==> src/rtl/prog_delay_line.sv <==
// Runtime-programmable delay line: each sample travels with its valid bit and
// emerges exactly D cycles later; loading a new delay flushes everything in flight.
module prog_delay_line #(
    parameter int DATA_W      = 48,
    parameter int MAX_DELAY   = 64,
    parameter int RESET_DELAY = 15,
    parameter int DELAY_W     = $clog2(MAX_DELAY + 1)
) (
    input  logic               clk_i,
    input  logic               rst_i,
    input  logic [DATA_W-1:0]  data_i,
    input  logic               valid_i,
    input  logic [DELAY_W-1:0] delay_i,
    input  logic               delay_load_i,
    output logic [DATA_W-1:0]  data_o,
    output logic               valid_o,
    output logic [DELAY_W-1:0] delay_o,
    output logic               busy_o,
    output logic               clamp_o
);

    localparam int PTR_W = $clog2(MAX_DELAY);
    localparam int EXT_W = DELAY_W + 1;

    logic [PTR_W-1:0]     wp_reg;
    logic [PTR_W-1:0]     wp_next;
    logic [PTR_W-1:0]     rd_idx;
    logic [EXT_W-1:0]     wp_ext;
    logic [EXT_W-1:0]     delay_ext;
    logic [EXT_W-1:0]     rd_ext;

    logic [DELAY_W-1:0]   delay_reg;
    logic [DELAY_W-1:0]   delay_next;
    logic [DELAY_W-1:0]   fill_reg;
    logic [DELAY_W-1:0]   fill_next;
    logic                 clamp_reg;
    logic                 clamp_next;
    logic                 req_zero;
    logic                 req_big;

    logic [MAX_DELAY-1:0] vbit_reg;
    logic [MAX_DELAY-1:0] vbit_next;
    logic                 valid_out_reg;
    logic                 valid_out_next;

    logic [DATA_W-1:0]    mem [MAX_DELAY];
    logic [DATA_W-1:0]    rd_data_reg;

    // Slot wp - D still holds the sample written D edges ago (read-before-write),
    // which also covers D = MAX_DELAY where read and write slots coincide.
    always_comb begin
        wp_ext    = EXT_W'(wp_reg);
        delay_ext = EXT_W'(delay_reg);
        rd_ext    = '0;
        if (wp_ext >= delay_ext) begin
            rd_ext = wp_ext - delay_ext;
        end else begin
            rd_ext = wp_ext + EXT_W'(MAX_DELAY) - delay_ext;
        end
        rd_idx = rd_ext[PTR_W-1:0];
    end

    always_comb begin
        wp_next = (wp_reg == PTR_W'(MAX_DELAY - 1)) ? '0 : wp_reg + PTR_W'(1);
    end

    always_comb begin
        req_zero   = (delay_i == '0);
        req_big    = (delay_i > DELAY_W'(MAX_DELAY));
        delay_next = delay_reg;
        fill_next  = fill_reg;
        clamp_next = 1'b0;
        valid_out_next = vbit_reg[rd_idx];
        if (delay_load_i) begin
            if (req_zero) begin
                delay_next = DELAY_W'(1);
            end else if (req_big) begin
                delay_next = DELAY_W'(MAX_DELAY);
            end else begin
                delay_next = delay_i;
            end
            fill_next      = '0;
            clamp_next     = req_zero | req_big;
            valid_out_next = 1'b0;
        end else if (fill_reg < delay_reg) begin
            fill_next = fill_reg + DELAY_W'(1);
        end
    end

    // On a load every slot is invalidated except the one taking this cycle's sample.
    genvar gi;
    generate
        for (gi = 0; gi < MAX_DELAY; gi++) begin : g_vbit
            assign vbit_next[gi] = (wp_reg == PTR_W'(gi)) ? valid_i :
                                   (delay_load_i ? 1'b0 : vbit_reg[gi]);
        end
    endgenerate

    always_ff @(posedge clk_i) begin
        if (rst_i) begin
            wp_reg        <= '0;
            delay_reg     <= DELAY_W'(RESET_DELAY);
            fill_reg      <= '0;
            clamp_reg     <= 1'b0;
            vbit_reg      <= '0;
            valid_out_reg <= 1'b0;
        end else begin
            wp_reg        <= wp_next;
            delay_reg     <= delay_next;
            fill_reg      <= fill_next;
            clamp_reg     <= clamp_next;
            vbit_reg      <= vbit_next;
            valid_out_reg <= valid_out_next;
        end
    end

    // Sample storage carries no reset so it maps onto block RAM.
    always_ff @(posedge clk_i) begin
        mem[wp_reg] <= data_i;
        rd_data_reg <= mem[rd_idx];
    end

    assign data_o  = valid_out_reg ? rd_data_reg : '0;
    assign valid_o = valid_out_reg;
    assign delay_o = delay_reg;
    assign busy_o  = (fill_reg < delay_reg);
    assign clamp_o = clamp_reg;

endmodule

==> config.mk <==
export PLATFORM = sky130hd
export DESIGN_NAME = prog_delay_line
export DESIGN_NICKNAME = d
export VERILOG_FILES = /design/src/rtl/prog_delay_line.sv
export SDC_FILE = /design/constraint.sdc
export NUM_CORES = 2
export LEC_CHECK = 0
export CAP_MARGIN = 20
export CORE_ASPECT_RATIO = 1.25
export CORE_MARGIN = 4
export CORE_UTILIZATION = 62
export DETAILED_ROUTE_END_ITERATION = 8
export PLACE_DENSITY = 0.76
export SYNTH_ARGS = -nofsm -noshare
export SYNTH_HDL_FRONTEND = slang
export SYNTH_SLANG_ARGS = --single-unit
==> constraint.sdc <==
create_clock -name clk_i -period 5.83 [get_ports clk_i]
set_input_delay 1.166 -clock clk_i [delete_from_list [all_inputs] [get_ports clk_i]]
set_output_delay 1.166 -clock clk_i [all_outputs]
set_load 0.02 [all_outputs]
### Word level (Yosys, flattened, before mapping)

Memory sizes are Yosys's and may differ from the RTL's. A register that Yosys moved wholly into a read port is not among the register bits.
Cells that the tools add are included.
Widths: inputs -> output; s select.

| storage, ports and cells | value |
|---|---|
| register bits | 86 |
| bits in writable memories | 3072 |
| output and inout bits | 58 |
| word-level logic and storage cells | 284 |
| memories | 1 |

Memory list:

| name | words | bits a word | read ports | clocked after Yosys merged registers in | write ports | line | RTL |
|---|---|---|---|---|---|---|---|
| mem | 64 | 48 | 1 | 1 | 1 | 46 | `logic [DATA_W-1:0] mem [MAX_DELAY];` |

| cells by class | value |
|---|---|
| add/subtract/negate cells | 5 |
| order comparisons | 4 |
| eq/ne operators | 63 |
| muxes and demuxes | 71 |
| bitwise operators | 2 |
| reduce and logical (&&, ||, !) cells | 69 |

Operators with widths:

| cell | number |
|---|---|
| $eq 6x6->1 const B | 32 |
| $reduce_bool 2->1 | 64 |
| $eq 6x5->1 const B | 16 |
| $mux 1 | 66 |
| $eq 6x4->1 const B | 8 |
| $mux 48 | 1 |
| $eq 6x3->1 const B | 4 |
| $mux 7 | 2 |
| $add 6x1->6 const B | 2 |
| $eq 6x2->1 const B | 2 |
| $sub 6x6->6 | 2 |
| $add 7x1->7 const B | 1 |
| $ge 6x7->1 | 1 |
| $gt 7x7->1 const B | 1 |
| $logic_not 7->1 | 1 |
| $lt 6x7->1 const B | 1 |
| $lt 7x7->1 | 1 |
| $bmux 1 s6 | 1 |
| $eq 6x1->1 const B | 1 |
| $logic_not 6->1 | 1 |
| $mux 6 | 1 |
| $reduce_or 2->1 | 3 |
| $not 1->1 | 1 |
| $or 1x1->1 | 1 |

### Depth between registers and ports, before layout

| depth | value |
|---|---|
| depth in word-level cells | 5 |
| depth in mapped cells | 12 |
| depth with buffers taken out | 11 |

### Worst setup path before layout

No wires, ideal clock.

| timing | value |
|---|---|
| kind | reg-to-reg |
| from | register wp_reg[3] |
| to | memory mem[31][0], enable pin |
| setup time | 0.513 ns |
| arrival time | 4.224 ns |
| slack | 1.093 ns |
| cell stages (with the launch flop) | 5 |
| path buffers | 2 |
| period minus slack after synthesis | 4.737 ns |
| cell sequence | dfxtp_1 > clkbuf_1 > clkbuf_1 > nand2_1 > nor3_1 |

RTL lines:

| item | line | RTL |
|---|---|---|
| start, declared | 25 | `logic [PTR_W-1:0] wp_reg;` |
| start signal, assigned | 108 | `wp_reg <= wp_next;` |
| end, declared | 46 |  |

Straight into the memory's write port.

### Worst setup path after layout

| timing | value |
|---|---|
| from | register wp_reg[0] |
| to | register rd_data_reg[14], read port of mem |

| between the ends | value |
|---|---|
| cells in the longest elaborated chain, start to end | 3 |

RTL lines:

| item | line | RTL |
|---|---|---|
| $add 6x1->6 | 58 | `rd_ext = wp_ext + EXT_W'(MAX_DELAY) - delay_ext;` |
| $sub 6x6->6 | 58 |  |
| $mux 6 (*) | 55 | `if (wp_ext >= delay_ext) begin` |
| end, declared | 47 | `logic [DATA_W-1:0] rd_data_reg;` |

Mark *: on every way between the ends. The rest lies on a longest branch, timed or not.
A chain may end at the register's enable or synchronous reset.

==> impl_metrics.yaml <==
run_status:
  status: "complete, no violations"
clocking:
  cts_resized: 0
  clock_sinks: 3206
  cts_setup_buffers: 0
  clk_path_buf_depth: 4
  cts-buffers-inserted: 301
  cts_tree: "done"
  cts_root_buffer: "clkbuf_16"
  cts_max_level: 5
  path_clk_slew_ps: 70
  ctsHoldBuffers: 0
  clock_latency_ps: 950
worst_hold_path:
  hold_class: "reg -> reg"
logic_synthesis:
  ys_seq_area_share_pct: 77.4
  syn_area_mm2: 0.123
  synthCells: 5139
  synth_fp_nets: 5215
  netlist-cell-type-count: 47
  synth_seq_cells: 3206
  synth-edff-count: 3072
  ys_warn_count: 0
  postSynthAreaPerCell_um2: 23.9
  synth_async_sr_flop_share_pct: 0
  synth_ff_type: "edfxtp_1"
route:
  m1WireLength_mm: 109
  wl_met3_mm: 46.9
  vias_per_cell: 7.32
  drt-wirelength-per-cell_um: 41.4
  num_vias: 60800
  wl_met2_mm: 168
  drtPass1Iterations: 7
  wirelength_mm: 344
  dr.first_iter.drc_count: 11000
  routed.top_layer: "met5"
  drtAntennaViolNets: 0
  drc: 0
floorplan:
  rows: 182
  start_util_pct: 62.3
  ios: 117
  core_mm2: 0.197
  dieArea_mm2: 0.205
  die_w_um: 406
  die-height_um: 505
sta:
  finalSetupViolCount: 0
  drv_slew: 0
  fmax_ghz: 0.225
  period_share_pct: 76.2
  hold_viol_final: 0
  worst_pin_slew_ps: 1150
  max_slew_margin_pct: 23.4
  rsz0062_at_grt: "no"
  fin_setup_tns_ps: 0
  min_period_ps: 4440
  worst_clock_skew_ps: 52.6
  holdWs_ps: 474
job:
  maxCapViolations: 0
cells_and_area:
  mostFrequentLayoutCells: "3072 x edfxtp_1, 976 x mux4_2, 309 x clkbuf_16, 149 x mux2i_1, 134 x buf_4"
  fill_cells: 10800
  final_common_cell: "edfxtp_1"
  syn2layout_area_growth_pct: 12.6
  drive_above_1_share_pct: 30.2
  largest_reg_flops: 3072
  nets: 5560
global_route:
  grt_max_degree: 81
  grt_pass1_wl_mm: 484
  track_usage_pct: 34.2
  overflow: 0
  grt_pass1_vias: 62100
  antenna_found_initial: 31
worst_setup_path:
  startpoint_type: "flop"
  worst-path-max-fanout: 39
  worstPathRequired_ps: 6650
  critical_path_arrival_ps: 5260
  crit_path_end_kind: "flop"
  worstSetupPathType: "reg -> reg"
power:
  max-vdd-ir-drop_mv: 0.366
  total_power_w: 0.0515
  power_density_mw_per_mm2: 373
  p_leak_nw: 43.4
placed_design:
  gp_congestion: 0.787
  port_buffers: 116
  dp_hpwl_mm: 165
-- cells in the mapped netlist (2+ instances only) --
| cell | n | share of area [%] |
|---|---|---|
| xor2_1 | 6 | 0.043 |
| a2111oi_0 | 4 | 0.029 |
| and3_1 | 3 | 0.015 |
| a21o_1 | 5 | 0.031 |
| nor3b_1 | 5 | 0.031 |
| nor3_1 | 5 | 0.020 |
| or3_1 | 5 | 0.026 |
| edfxtp_1 | 3072 | 75 |
| a21oi_1 | 75 | 0.31 |
| nor2_1 | 91 | 0.28 |
| buf_6 | 10 | 0.092 |
| buf_2 | 104 | 0.42 |
| and2_1 | 62 | 0.32 |
| buf_4 | 10 | 0.061 |
| nand2b_1 | 6 | 0.031 |
| mux4_2 | 976 | 18 |
| or2_2 | 3 | 0.015 |
| a211oi_1 | 2 | 0.012 |
| or4_1 | 2 | 0.012 |
| clkbuf_1 | 150 | 0.46 |
| o21ai_0 | 8 | 0.033 |
| nand2_1 | 44 | 0.13 |
| buf_1 | 15 | 0.046 |
| xnor2_1 | 2 | 0.014 |
| dfxtp_1 | 134 | 2.2 |
| nor4_1 | 2 | 0.010 |
| nor2b_1 | 9 | 0.046 |
| ha_1 | 16 | 0.16 |
| inv_1 | 13 | 0.040 |
| nand3_1 | 87 | 0.36 |
| o211ai_1 | 48 | 0.29 |
| mux2i_1 | 149 | 1.2 |
| a22oi_1 | 2 | 0.012 |
-- routing by layer --
layer | GRT usage, % | vias to the layer above
li1 | - | 22700
met1 | 45.2 | 31700
met2 | 53.9 | 5255
met3 | 9.33 | 1123
met4 | 16.3 | 28
met5 | 0 | -
-- power breakdown --
part / total, W / leakage (nW) / internal [W] / switching, W
logic: 0.00652 / 9.96 / 0.00313 / 0.00339
registers: 0.0258 / 28.8 / 0.0255 / 0.000293
clock network: 0.0192 / 4.61 / 0.0108 / 0.00836
total: 0.0515 / 43.4 / 0.0395 / 0.0120
-- logic make-up after synthesis --
group / synth area share [%]
AO/OA/AOI/OAI: 0.754
XOR/XNOR: 0.0704
adder cells (fa/ha/maj): 0.188
buffers and inverters: 1.13
flip-flops: 77.4
multiplexers: 19.1
AND/OR/NAND/NOR: 1.30
-- worst paths after layout --
kind                           to  slack (ps)  cells after the start          from
setup / recovery  rd_data_reg[14]        1390                     10     wp_reg[0]
hold / removal       vbit_reg[18]         470                      2  vbit_reg[18]
setup reg to reg  rd_data_reg[14]        1390                     10     wp_reg[0]
hold reg to reg      vbit_reg[18]         470                      2  vbit_reg[18]
-- worst max-delay path, stage by stage (launching register included) --
cell	delay [ps]
dfxtp_1	370
inv_1	230
ha_4	180
inv_1	60
fa_4	1390
buf_12	330
buf_4	330
mux4_2	350
mux4_2	500
mux2i_1	280
mux2i_1	160
-- through the flow --
stage	area [um^2]	util [%]	instances	worst slack (ps)
6_report	138000	70.2	8304	1390
5_1_grt	138000	70.2	8281	1300
4_1_cts	138000	70.1	8275	1400
3_5_place_dp	129000	65.3	7752	1510
3_3_place_gp	129000	65.3	7750	1520
2_1_floorplan	123000	-	5139	1090
-- layout make-up --
class                   count  area (um^2)  share of cell area (%)
diodes                     24         60.1                  0.0435
well taps                2576         3220                    2.33
flip-flops and latches   3206        94900                    68.7
clock buffers             393         8240                    5.96
inverters                  14         52.6                  0.0380
repair buffers            332         3590                    2.60
clock inverters           130         1150                   0.833
multi-input cells        1629        26900                    19.5
Note: power is estimated with default switching activity, not from simulation.
